File: config.mk
export PLATFORM = sky130hd
export DESIGN_NAME = lsu64
export DESIGN_NICKNAME = d
export VERILOG_FILES = /design/src/rtl/lsu64_pkg.sv /design/src/rtl/lsu64_extend.sv /design/src/rtl/lsu64.sv
export SDC_FILE = /design/constraint.sdc
export NUM_CORES = 1
export LEC_CHECK = 0
export CORE_ASPECT_RATIO = 1.75
export CORE_MARGIN = 2
export CORE_UTILIZATION = 41
export DETAILED_ROUTE_END_ITERATION = 12
export GPL_ROUTABILITY_DRIVEN = 0
export PLACE_DENSITY = 0.74
export SLEW_MARGIN = 10
export SYNTH_ARGS = -nofsm -noshare
export SYNTH_HDL_FRONTEND = slang
export SYNTH_SLANG_ARGS = --single-unit
File: constraint.sdc
create_clock -name clk -period 8.8 [get_ports clk]
set_clock_uncertainty 0.05 [all_clocks]
set_input_delay 1.76 -clock clk [delete_from_list [all_inputs] [get_ports clk]]
set_output_delay 1.76 -clock clk [all_outputs]
set_load 0.02 [all_outputs]
File: src/rtl/lsu64_pkg.sv
// Shared constants, state encoding and funct3 decode helpers for the lsu64 load/store unit.
package lsu64_pkg;

    localparam logic [2:0] F3_LB  = 3'b000;
    localparam logic [2:0] F3_LH  = 3'b001;
    localparam logic [2:0] F3_LW  = 3'b010;
    localparam logic [2:0] F3_LD  = 3'b011;
    localparam logic [2:0] F3_LBU = 3'b100;
    localparam logic [2:0] F3_LHU = 3'b101;
    localparam logic [2:0] F3_LWU = 3'b110;
    localparam logic [2:0] F3_SB  = 3'b000;
    localparam logic [2:0] F3_SH  = 3'b001;
    localparam logic [2:0] F3_SW  = 3'b010;
    localparam logic [2:0] F3_SD  = 3'b011;

    typedef enum logic [1:0] {
        ST_IDLE   = 2'd0,
        ST_ACCESS = 2'd1,
        ST_SPLIT  = 2'd2,
        ST_RESP   = 2'd3
    } lsu_state_t;

    function automatic logic [3:0] f3_size(input logic [2:0] f3);
        return 4'd1 << f3[1:0];
    endfunction

    // Stores have no unsigned forms; 111 is never a valid width.
    function automatic logic f3_legal(input logic we, input logic [2:0] f3);
        return we ? !f3[2] : (f3 != 3'b111);
    endfunction

endpackage

File: src/rtl/lsu64_extend.sv
// RV64 load-result extension: sign-extends signed sub-doubleword loads, zero-extends unsigned ones.
module lsu64_extend
    import lsu64_pkg::*;
(
    input  logic [63:0] i_raw,
    input  logic [2:0]  i_funct3,
    output logic [63:0] o_ext
);

    always_comb begin
        o_ext = i_raw;
        case (i_funct3)
            F3_LB:   o_ext = {{56{i_raw[7]}},  i_raw[7:0]};
            F3_LH:   o_ext = {{48{i_raw[15]}}, i_raw[15:0]};
            F3_LW:   o_ext = {{32{i_raw[31]}}, i_raw[31:0]};
            F3_LBU:  o_ext = {56'd0, i_raw[7:0]};
            F3_LHU:  o_ext = {48'd0, i_raw[15:0]};
            F3_LWU:  o_ext = {32'd0, i_raw[31:0]};
            default: o_ext = i_raw;
        endcase
    end

endmodule

File: src/rtl/lsu64.sv
// Single-outstanding load/store unit driving a 64-bit byte-addressable data memory port;
// misaligned accesses are either split into byte accesses or faulted.
module lsu64
    import lsu64_pkg::*;
#(
    parameter bit SPLIT_MISALIGNED = 1'b1
) (
    input  logic        clk,
    input  logic        rst,
    input  logic        req_valid,
    output logic        req_ready,
    input  logic        req_we,
    input  logic [2:0]  req_funct3,
    input  logic [63:0] req_addr,
    input  logic [63:0] req_wdata,
    output logic        resp_valid,
    output logic [63:0] resp_rdata,
    output logic        resp_fault,
    output logic        memread,
    output logic        memwrite,
    output logic [2:0]  funct3,
    output logic [63:0] addr,
    output logic [63:0] wdata,
    input  logic [63:0] rdata
);

    lsu_state_t  r_state;
    logic        r_we;
    logic        r_fault;
    logic [2:0]  r_f3;
    logic [2:0]  r_idx;
    logic [63:0] r_addr;
    logic [63:0] r_wdata;
    logic [63:0] r_raw;
    logic [63:0] r_rdata;

    logic [3:0]  w_req_size;
    logic        w_req_mis;
    logic [3:0]  w_size;
    logic        w_last;
    logic [7:0]  w_wbyte;
    logic [63:0] w_raw_nxt;
    logic [63:0] w_ext;
    logic        w_acc;
    logic        w_spl;

    assign w_req_size = f3_size(req_funct3);
    assign w_req_mis  = |(req_addr[3:0] & (w_req_size - 4'd1));
    assign w_size     = f3_size(r_f3);
    assign w_last     = ({1'b0, r_idx} == (w_size - 4'd1));
    assign w_wbyte    = r_wdata[{r_idx, 3'b000} +: 8];

    // Split loads assemble the result one lane at a time; aligned loads take rdata whole.
    always_comb begin
        w_raw_nxt = rdata;
        if (r_state == ST_SPLIT) begin
            w_raw_nxt = r_raw;
            w_raw_nxt[{r_idx, 3'b000} +: 8] = rdata[7:0];
        end
    end

    lsu64_extend u_extend (
        .i_raw    (w_raw_nxt),
        .i_funct3 (r_f3),
        .o_ext    (w_ext)
    );

    always_ff @(posedge clk or posedge rst) begin
        if (rst) begin
            r_state <= ST_IDLE;
            r_we    <= 1'b0;
            r_fault <= 1'b0;
            r_f3    <= 3'd0;
            r_idx   <= 3'd0;
            r_addr  <= 64'd0;
            r_wdata <= 64'd0;
            r_raw   <= 64'd0;
            r_rdata <= 64'd0;
        end else begin
            case (r_state)
                ST_IDLE: if (req_valid) begin
                    r_we    <= req_we;
                    r_f3    <= req_funct3;
                    r_addr  <= req_addr;
                    r_wdata <= req_wdata;
                    r_idx   <= 3'd0;
                    r_raw   <= 64'd0;
                    r_rdata <= 64'd0;
                    r_fault <= 1'b0;
                    if (!f3_legal(req_we, req_funct3) || (w_req_mis && !SPLIT_MISALIGNED)) begin
                        r_fault <= 1'b1;
                        r_state <= ST_RESP;
                    end else if (w_req_mis) begin
                        r_state <= ST_SPLIT;
                    end else begin
                        r_state <= ST_ACCESS;
                    end
                end
                ST_ACCESS: begin
                    r_rdata <= r_we ? 64'd0 : w_ext;
                    r_state <= ST_RESP;
                end
                ST_SPLIT: begin
                    r_raw <= w_raw_nxt;
                    r_idx <= r_idx + 3'd1;
                    if (w_last) begin
                        r_rdata <= r_we ? 64'd0 : w_ext;
                        r_state <= ST_RESP;
                    end
                end
                ST_RESP: begin
                    r_rdata <= 64'd0;
                    r_fault <= 1'b0;
                    r_state <= ST_IDLE;
                end
                default: r_state <= ST_IDLE;
            endcase
        end
    end

    assign w_acc = (r_state == ST_ACCESS);
    assign w_spl = (r_state == ST_SPLIT);

    assign req_ready  = (r_state == ST_IDLE) && !rst;
    assign resp_valid = (r_state == ST_RESP);
    assign resp_fault = resp_valid && r_fault;
    assign resp_rdata = r_rdata;
    assign memread    = (w_acc || w_spl) && !r_we;
    assign memwrite   = (w_acc || w_spl) && r_we;
    assign funct3     = w_acc ? r_f3 : 3'd0;
    assign addr       = w_acc ? r_addr : (w_spl ? r_addr + {61'd0, r_idx} : 64'd0);
    assign wdata      = w_acc ? r_wdata : (w_spl ? {56'd0, w_wbyte} : 64'd0);

endmodule
* Yosys cells after proc, flatten, opt, wreduce, memory -nomap -nowiden
Cells that the tools add are included.
** Cells by class
- Add/subtract/negate cells :: 5
- Eq/ne operators :: 12
- Shifts and indexed selects :: 5
- Muxes and demuxes :: 24
- Bitwise logic cells :: 1
- Reductions and logical operators :: 17
** Operator list (number)
- 64-bit 2-to-1 mux :: 7
- 64-bit case mux with 6 select lines :: 1
- 64-bit case mux with 4 select lines :: 1
- 64-bit case mux with 2 select lines :: 1
- 64-bit by 3-bit adder with 64-bit output :: 1
- 64-bit bitwise mux :: 1
- 8-bit by 8-bit variable shift with 64-bit output (first input constant) :: 1
- 64-bit by 7-bit variable part select with 8-bit output :: 1
- 8-bit by 8-bit variable part select with 64-bit output :: 1
- 3-bit == test (second input constant) :: 3
- 2-bit 2-to-1 mux :: 4
- 8-bit 2-to-1 mux :: 1
- 6-bit negation with 8-bit output :: 1
- 2-bit case mux with 4 select lines :: 1
- 2-bit AND reduction :: 4
- 1-bit by 2-bit left shift with 4-bit output (first input constant) :: 2
- 4-bit by 1-bit subtractor with 4-bit output (second input constant) :: 2
- 3-bit 2-to-1 mux :: 2
- 3-bit case mux with 2 select lines :: 1
- 4-bit AND :: 1
- 2-bit == test (second input constant) :: 2
- 3-bit by 4-bit == test with 1-bit output :: 1
- 1-bit logical AND :: 4
- 2-bit inequality test (second input constant) :: 2
- 13 further kinds :: 18
** Storage, ports and cells
- Register bits :: 266
- Output and inout port bits :: 200
- Logic and storage cells :: 73

* Depth between registers and ports, before layout
- Depth after elaboration :: 8
- Mapped depth :: 14
- Mapped depth without buffers :: 8

* Modules after synthesis
From an unflattened synthesis, not the netlist that was laid out.
** Second synthesis, totals
- Cells, all modules :: 1808
- Area total of the unflattened synthesis :: 16176.8 um^2
** Modules (own cells, without submodules)
- lsu64 :: instances 1, cells each 1658, area an instance 15222.1 um^2
- lsu64_extend :: instances 1, cells each 150, area an instance 954.7 um^2

* Worst setup path before layout
No wires, ideal clock.
- Path type :: flip-flop to output port
- From :: reg r_idx[0]
- To :: out addr[48]
- Arrival time :: 2.413 ns
- Setup slack :: 4.577 ns
- Stages on the path, launching flop included :: 10
- Buffers on the path :: 2
- Cell sequence :: dfrtp_1 > ha_1 > fa_1 > a21oi_1 > nor4_2 > nand3_1 > clkbuf_1 > clkbuf_1 > o21ai_0 > a21oi_1
** On the way
- Cells in the longest elaborated chain, start to end :: 3
** Ends and longest elaborated chain
- start: declaration :: RTL line lsu64.sv:31 : logic [2:0] r_idx;
- start signal: assignment :: RTL line lsu64.sv:105 : r_idx <= r_idx + 3'd1;
- 64-bit by 3-bit adder with 64-bit output :: RTL line lsu64.sv:131 : assign addr = w_acc ? r_addr : (w_spl ? r_addr + {61'd0, r_idx} : 64'd0);
- 64-bit 2-to-1 mux (2 in a row) :: RTL line lsu64.sv:131
- end: declaration :: RTL line lsu64.sv:22 : output logic [63:0] addr,
No other way between the ends.

* Worst setup path after layout
- From :: reg r_idx[2]
- To :: out addr[47]
The elaborated chain is that of the path after synthesis.

==> results_tabular.tex <==
\begin{tabular}{lr}
\hline
Metric & Value \\
\hline
\multicolumn{2}{l}{\textbf{Clocking}} \\
\quad Post CTS Setup Buffer Count & 0 \\
\quad CTS clk-pin slew, worst paths & 0.07 ns \\
\quad Clock latency reported for the late side of the worst-skew pair & $\sim$0.55 ns \\
\quad Number of CTS-inserted buffers & 26 \\
\quad Clock tree from TritonCTS & yes \\
\quad CTS Hold Buffers Added & 0 \\
\quad Clock tree sinks & between 200 and 300 \\
\quad H-tree lvl count & 1 \\
\quad Buffer levels on the longest clock path & 3 \\
\quad CTS root buffer & sky130\_fd\_sc\_hd\_\_clkbuf\_16 \\
\quad Number of gates resized after cts & 0 \\
\multicolumn{2}{l}{\textbf{Floorplanning}} \\
\quad Starting density of the core & between 40 and 50\% \\
\quad Core outline area & 0.0359 mm\^{}2 \\
\quad Die width & about 150 um \\
\quad Vertical die dimension & between 200 and 300 um \\
\quad Die Footprint & between 0.03 and 0.04 mm\^{}2 \\
\quad Row cnt & around 90 \\
\quad Number of top-level pins & roughly 400 \\
\multicolumn{2}{l}{\textbf{Logic synthesis}} \\
\quad Post-synthesis instance total & 1467 \\
\quad Synth top area share & between 40 and 50\% \\
\quad Async S/R FF share, synth & between 90\% and 100\% \\
\quad Syn Nets & roughly 1700 \\
\quad Syn Area/Cell & 10.1 um\^{}2 \\
\quad Largest area contributor in the netlist & sky130\_fd\_sc\_hd\_\_dfrtp\_1 \\
\quad Number of synthesized register bits & between 200 and 300 \\
\quad Dominant synthesized flop cell & sky130\_fd\_sc\_hd\_\_dfrtp\_1 \\
\quad Number of enable-type register cells in the synthesized netlist & 0 \\
\quad Yosys warning count & 0 \\
\quad Largest cells by area after synthesis & sky130\_fd\_sc\_hd\_\_dfrtp\_1 45\%, sky130\_fd\_sc\_hd\_\_mux2\_2 10\%, sky130\_fd\_sc\_hd\_\_nand2\_1 4.5\%, sky130\_fd\_sc\_hd\_\_o21ai\_0 3.5\%, sky130\_fd\_sc\_hd\_\_and2\_1 2.7\% \\
\quad Number of unique standard cell types used by synthesis & 73 \\
\quad Post-synthesis cell area & about 0.015 mm\^{}2 \\
\quad Share of the yosys chip area belonging to registers & 44.8\% \\
\multicolumn{2}{l}{\textbf{Routing}} \\
\quad Via Count & $\sim$13000 \\
\quad Post-DRT Antenna Nets & 0 \\
\quad Detail-routed net length per standard cell & around 21 um \\
\quad Initial DRC count & roughly 780 \\
\quad Routed wire length & 48800 um \\
\quad Vias/cell & approximately 5.8 \\
\quad Number of detailed-route iterations in the first pass & 5 \\
\quad DR DRC count & 0 \\
\multicolumn{2}{l}{\textbf{Cells and area}} \\
\quad Share of cells above drive strength 1 & $\sim$14\% \\
\quad Post-Layout Inst Area & about 0.02 mm\^{}2 \\
\quad Net total in the final layout & approximately 2000 \\
\quad P\&R area growth vs syn & 34.7\% \\
\multicolumn{2}{l}{\textbf{Setup path}} \\
\quad Cell count of the worst reg-to-reg path & 8 \\
\quad R2R Path Start & r\_idx[0]\$\_DFFE\_PP0P\_ \\
\quad Critical path destination & addr[47] \\
\quad Req. time, crit path & between 6 and 7 ns \\
\quad Worst endpoint data arrival time & 4.41 ns \\
\quad Worst R2R End & resp\_rdata[18]\$\_DFFE\_PP0P\_ \\
\quad Worst Setup Start Kind & register \\
\quad CP startpoint & r\_idx[2]\$\_DFFE\_PP0P\_ \\
\quad Reg2Reg Setup Slack & roughly 4.6 ns \\
\quad Setup Crit Path Kind & register to output pin \\
\quad Nature of the critical path endpoint & output pin \\
\quad Max Fanout on Critical Path & 32 \\
\multicolumn{2}{l}{\textbf{STA}} \\
\quad Period Utilization, post-route & a little over two thirds \\
\quad Min Tclk post-route & a little over 6 ns \\
\quad Worst hold margin & approximately 0.42 ns \\
\quad Number of failing hold endpoints at the final stage & 0 \\
\quad Final Max Slew Viols & 0 \\
\quad Setup violations, final & 0 \\
\quad Sum of negative setup slack & 0 ns \\
\quad Setup repair after global routing missed its margin & false \\
\quad Maximum clock rate & between 150 and 200 MHz \\
\quad Worst slew pin tran & about 1.2 ns \\
\quad Relative max-transition margin & 20.2\% \\
\multicolumn{2}{l}{\textbf{Pwr}} \\
\quad Net switching power figure & between 3000 and 4000 uW \\
\quad Proportion of power drawn by combinational gates & around 54\% \\
\quad Clock power frac & between 15 and 20\% \\
\quad Power per Cell Area & 356 mW/mm\^{}2 \\
\quad Sequential power share & 29.1\% \\
\quad Leakage Power & slightly below 0.008 uW \\
\quad Total internal power & just over 4000 uW \\
\quad Worst voltage drop across the vdd grid & 0.229 mV \\
\quad Share of total power consumed by net switching & between 40 and 50\% \\
\multicolumn{2}{l}{\textbf{Min path}} \\
\quad Worst min-delay path category & register to register \\
\multicolumn{2}{l}{\textbf{GRT}} \\
\quad Total overflow reported by the global router & 0 \\
\quad Initial antenna violation count & 9 \\
\quad Number of global-route vias before repair & 13500 \\
\quad GRT Util Overall & 25.3\% \\
\quad Pin count of the biggest net entering global routing & roughly 160 \\
\quad First-pass GRT wire length & 75700 um \\
\multicolumn{2}{l}{\textbf{Placed design}} \\
\quad HPWL Detailed & 35900 um \\
\quad Dpl cell area & 0.0191 mm\^{}2 \\
\quad PortBufs & around 400 \\
\multicolumn{2}{l}{\textbf{Outcome}} \\
\quad Outcome & complete, no violations \\
\multicolumn{2}{l}{\textbf{Job}} \\
\quad Total of max-cap violations & 0 \\
\hline
\end{tabular}
## area by class of cell
| type | count | area [um^2] |
|---|---|---|
| timing repair buffer | 413 | 4110 |
| fill | 3173 | 15900 |
| tap | 470 | 588 |
| inverter | 30 | 116 |
| clock buffer | 40 | 815 |
| multi-input combinational | 1060 | 7620 |
| clock inverter | 6 | 82.6 |
| sequential | 266 | 6660 |
| antenna | 9 | 22.5 |
## worst min-delay path by stage
| stage | end | cells after the start | start | slack (ns) |
|---|---|---|---|---|
| 6_report | resp_rdata[62]$_DFFE_PP0P_ | 2 | resp_rdata[62]$_DFFE_PP0P_ | 0.42 |
| 5_1_grt | resp_rdata[62]$_DFFE_PP0P_ | 2 | resp_rdata[62]$_DFFE_PP0P_ | 0.45 |
| 4_1_cts | resp_rdata[62]$_DFFE_PP0P_ | 2 | resp_rdata[62]$_DFFE_PP0P_ | 0.43 |
| 3_5_place_dp | resp_rdata[62]$_DFFE_PP0P_ | 2 | resp_rdata[62]$_DFFE_PP0P_ | 0.42 |
| 3_3_place_gp | r_raw[20]$_DFFE_PP0P_ | 2 | r_raw[20]$_DFFE_PP0P_ | 0.41 |
| 2_1_floorplan | r_raw[31]$_DFFE_PP0P_ | 2 | r_raw[31]$_DFFE_PP0P_ | 0.40 |
## synth_stat cells (all sizes together), types with 9 or more instances
cell type,instances
ha,14
a22o,9
o211ai,30
a211oi,18
a21oi,49
dfrtp,266
and2,65
nand4,23
or4,28
or3,13
mux2i,19
buf,37
mux4,16
a22oi,17
a221oi,15
mux2,134
inv,30
o21ai,111
nor3,17
nand3,48
o31ai,53
clkbuf,74
nand2,179
xor2,19
nor2,83
## cell families after synthesis
logic type      share of synthesized area (%)
buf+inv                                  4.09
fa+ha+maj                                1.31
mux                                      14.0
simple gates                             17.2
xor+xnor                                 1.53
compound gates                           17.1
flops                                    44.8
## critical path, stage by stage, from the launching register on
cell and delay [ns]:
sky130_fd_sc_hd__dfrtp_1 0.64, sky130_fd_sc_hd__ha_1 0.28, sky130_fd_sc_hd__a211oi_1 0.11, sky130_fd_sc_hd__nor4_4 0.59
sky130_fd_sc_hd__nand4_2 0.73, sky130_fd_sc_hd__or4_1 0.72, sky130_fd_sc_hd__a21oi_1 0.16, sky130_fd_sc_hd__clkdlybuf4s50_1 0.62
## registers in the layout, summed over array words and instances, names as in the netlist
| signal | cells |
|---|---|
| r_state | 2 |
| r_raw | 64 |
| r_fault | 1 |
| r_idx | 3 |
| r_wdata | 64 |
| r_f3 | 3 |
| resp_rdata | 64 |
| r_addr | 64 |
| r_we | 1 |
## placed cells by master, fill, tap and decap left out, types with 28 or more instances in the layout
| cell | instances |
|---|---|
| sky130_fd_sc_hd__o21ai_0 | 103 |
| sky130_fd_sc_hd__o31ai_1 | 29 |
| sky130_fd_sc_hd__mux2_2 | 133 |
| sky130_fd_sc_hd__or4_1 | 28 |
| sky130_fd_sc_hd__dfrtp_1 | 265 |
| sky130_fd_sc_hd__inv_1 | 29 |
| sky130_fd_sc_hd__a21oi_1 | 48 |
| sky130_fd_sc_hd__nor2_1 | 82 |
| sky130_fd_sc_hd__clkdlybuf4s50_1 | 398 |
| sky130_fd_sc_hd__o211ai_1 | 30 |
| sky130_fd_sc_hd__nand3_1 | 48 |
| sky130_fd_sc_hd__nand2_1 | 178 |
| sky130_fd_sc_hd__and2_1 | 65 |
## stage by stage
| step | std cells | util [%] | power, uW | setup slack, ns |
|---|---|---|---|---|
| 2_1_floorplan | 1467 | - | 4450 | 3.48 |
| 3_3_place_gp | 2239 | 53.2 | 5860 | 3.32 |
| 3_5_place_dp | 2239 | 53.2 | 5940 | 3.16 |
| 4_1_cts | 2285 | 55.7 | 7150 | 2.55 |
| 5_1_grt | 2294 | 55.7 | 7530 | 2.27 |
| 6_report | 2294 | 55.7 | 7120 | 2.58 |
## metal layers
metal / global-route usage, % / up-vias / routed length [um]
met5: 0 / - / 0
met2: 45.9 / 595 / 25400
li1: - / 6008 / -
met4: 14.9 / 0 / 3380
met1: 27.7 / 6518 / 17100
met3: 3.67 / 163 / 2980
## power groups by stage
stage / combinational [uW] / sequential, uW / clock, uW
floorplan: 2470 / 1980 / 0
global placement: 3810 / 2050 / 0
detailed placement: 3860 / 2080 / 0
CTS: 3890 / 2060 / 1200
global route: 4160 / 2120 / 1250
finish: 3870 / 2070 / 1180
Note: power is estimated with default switching activity, not from simulation.
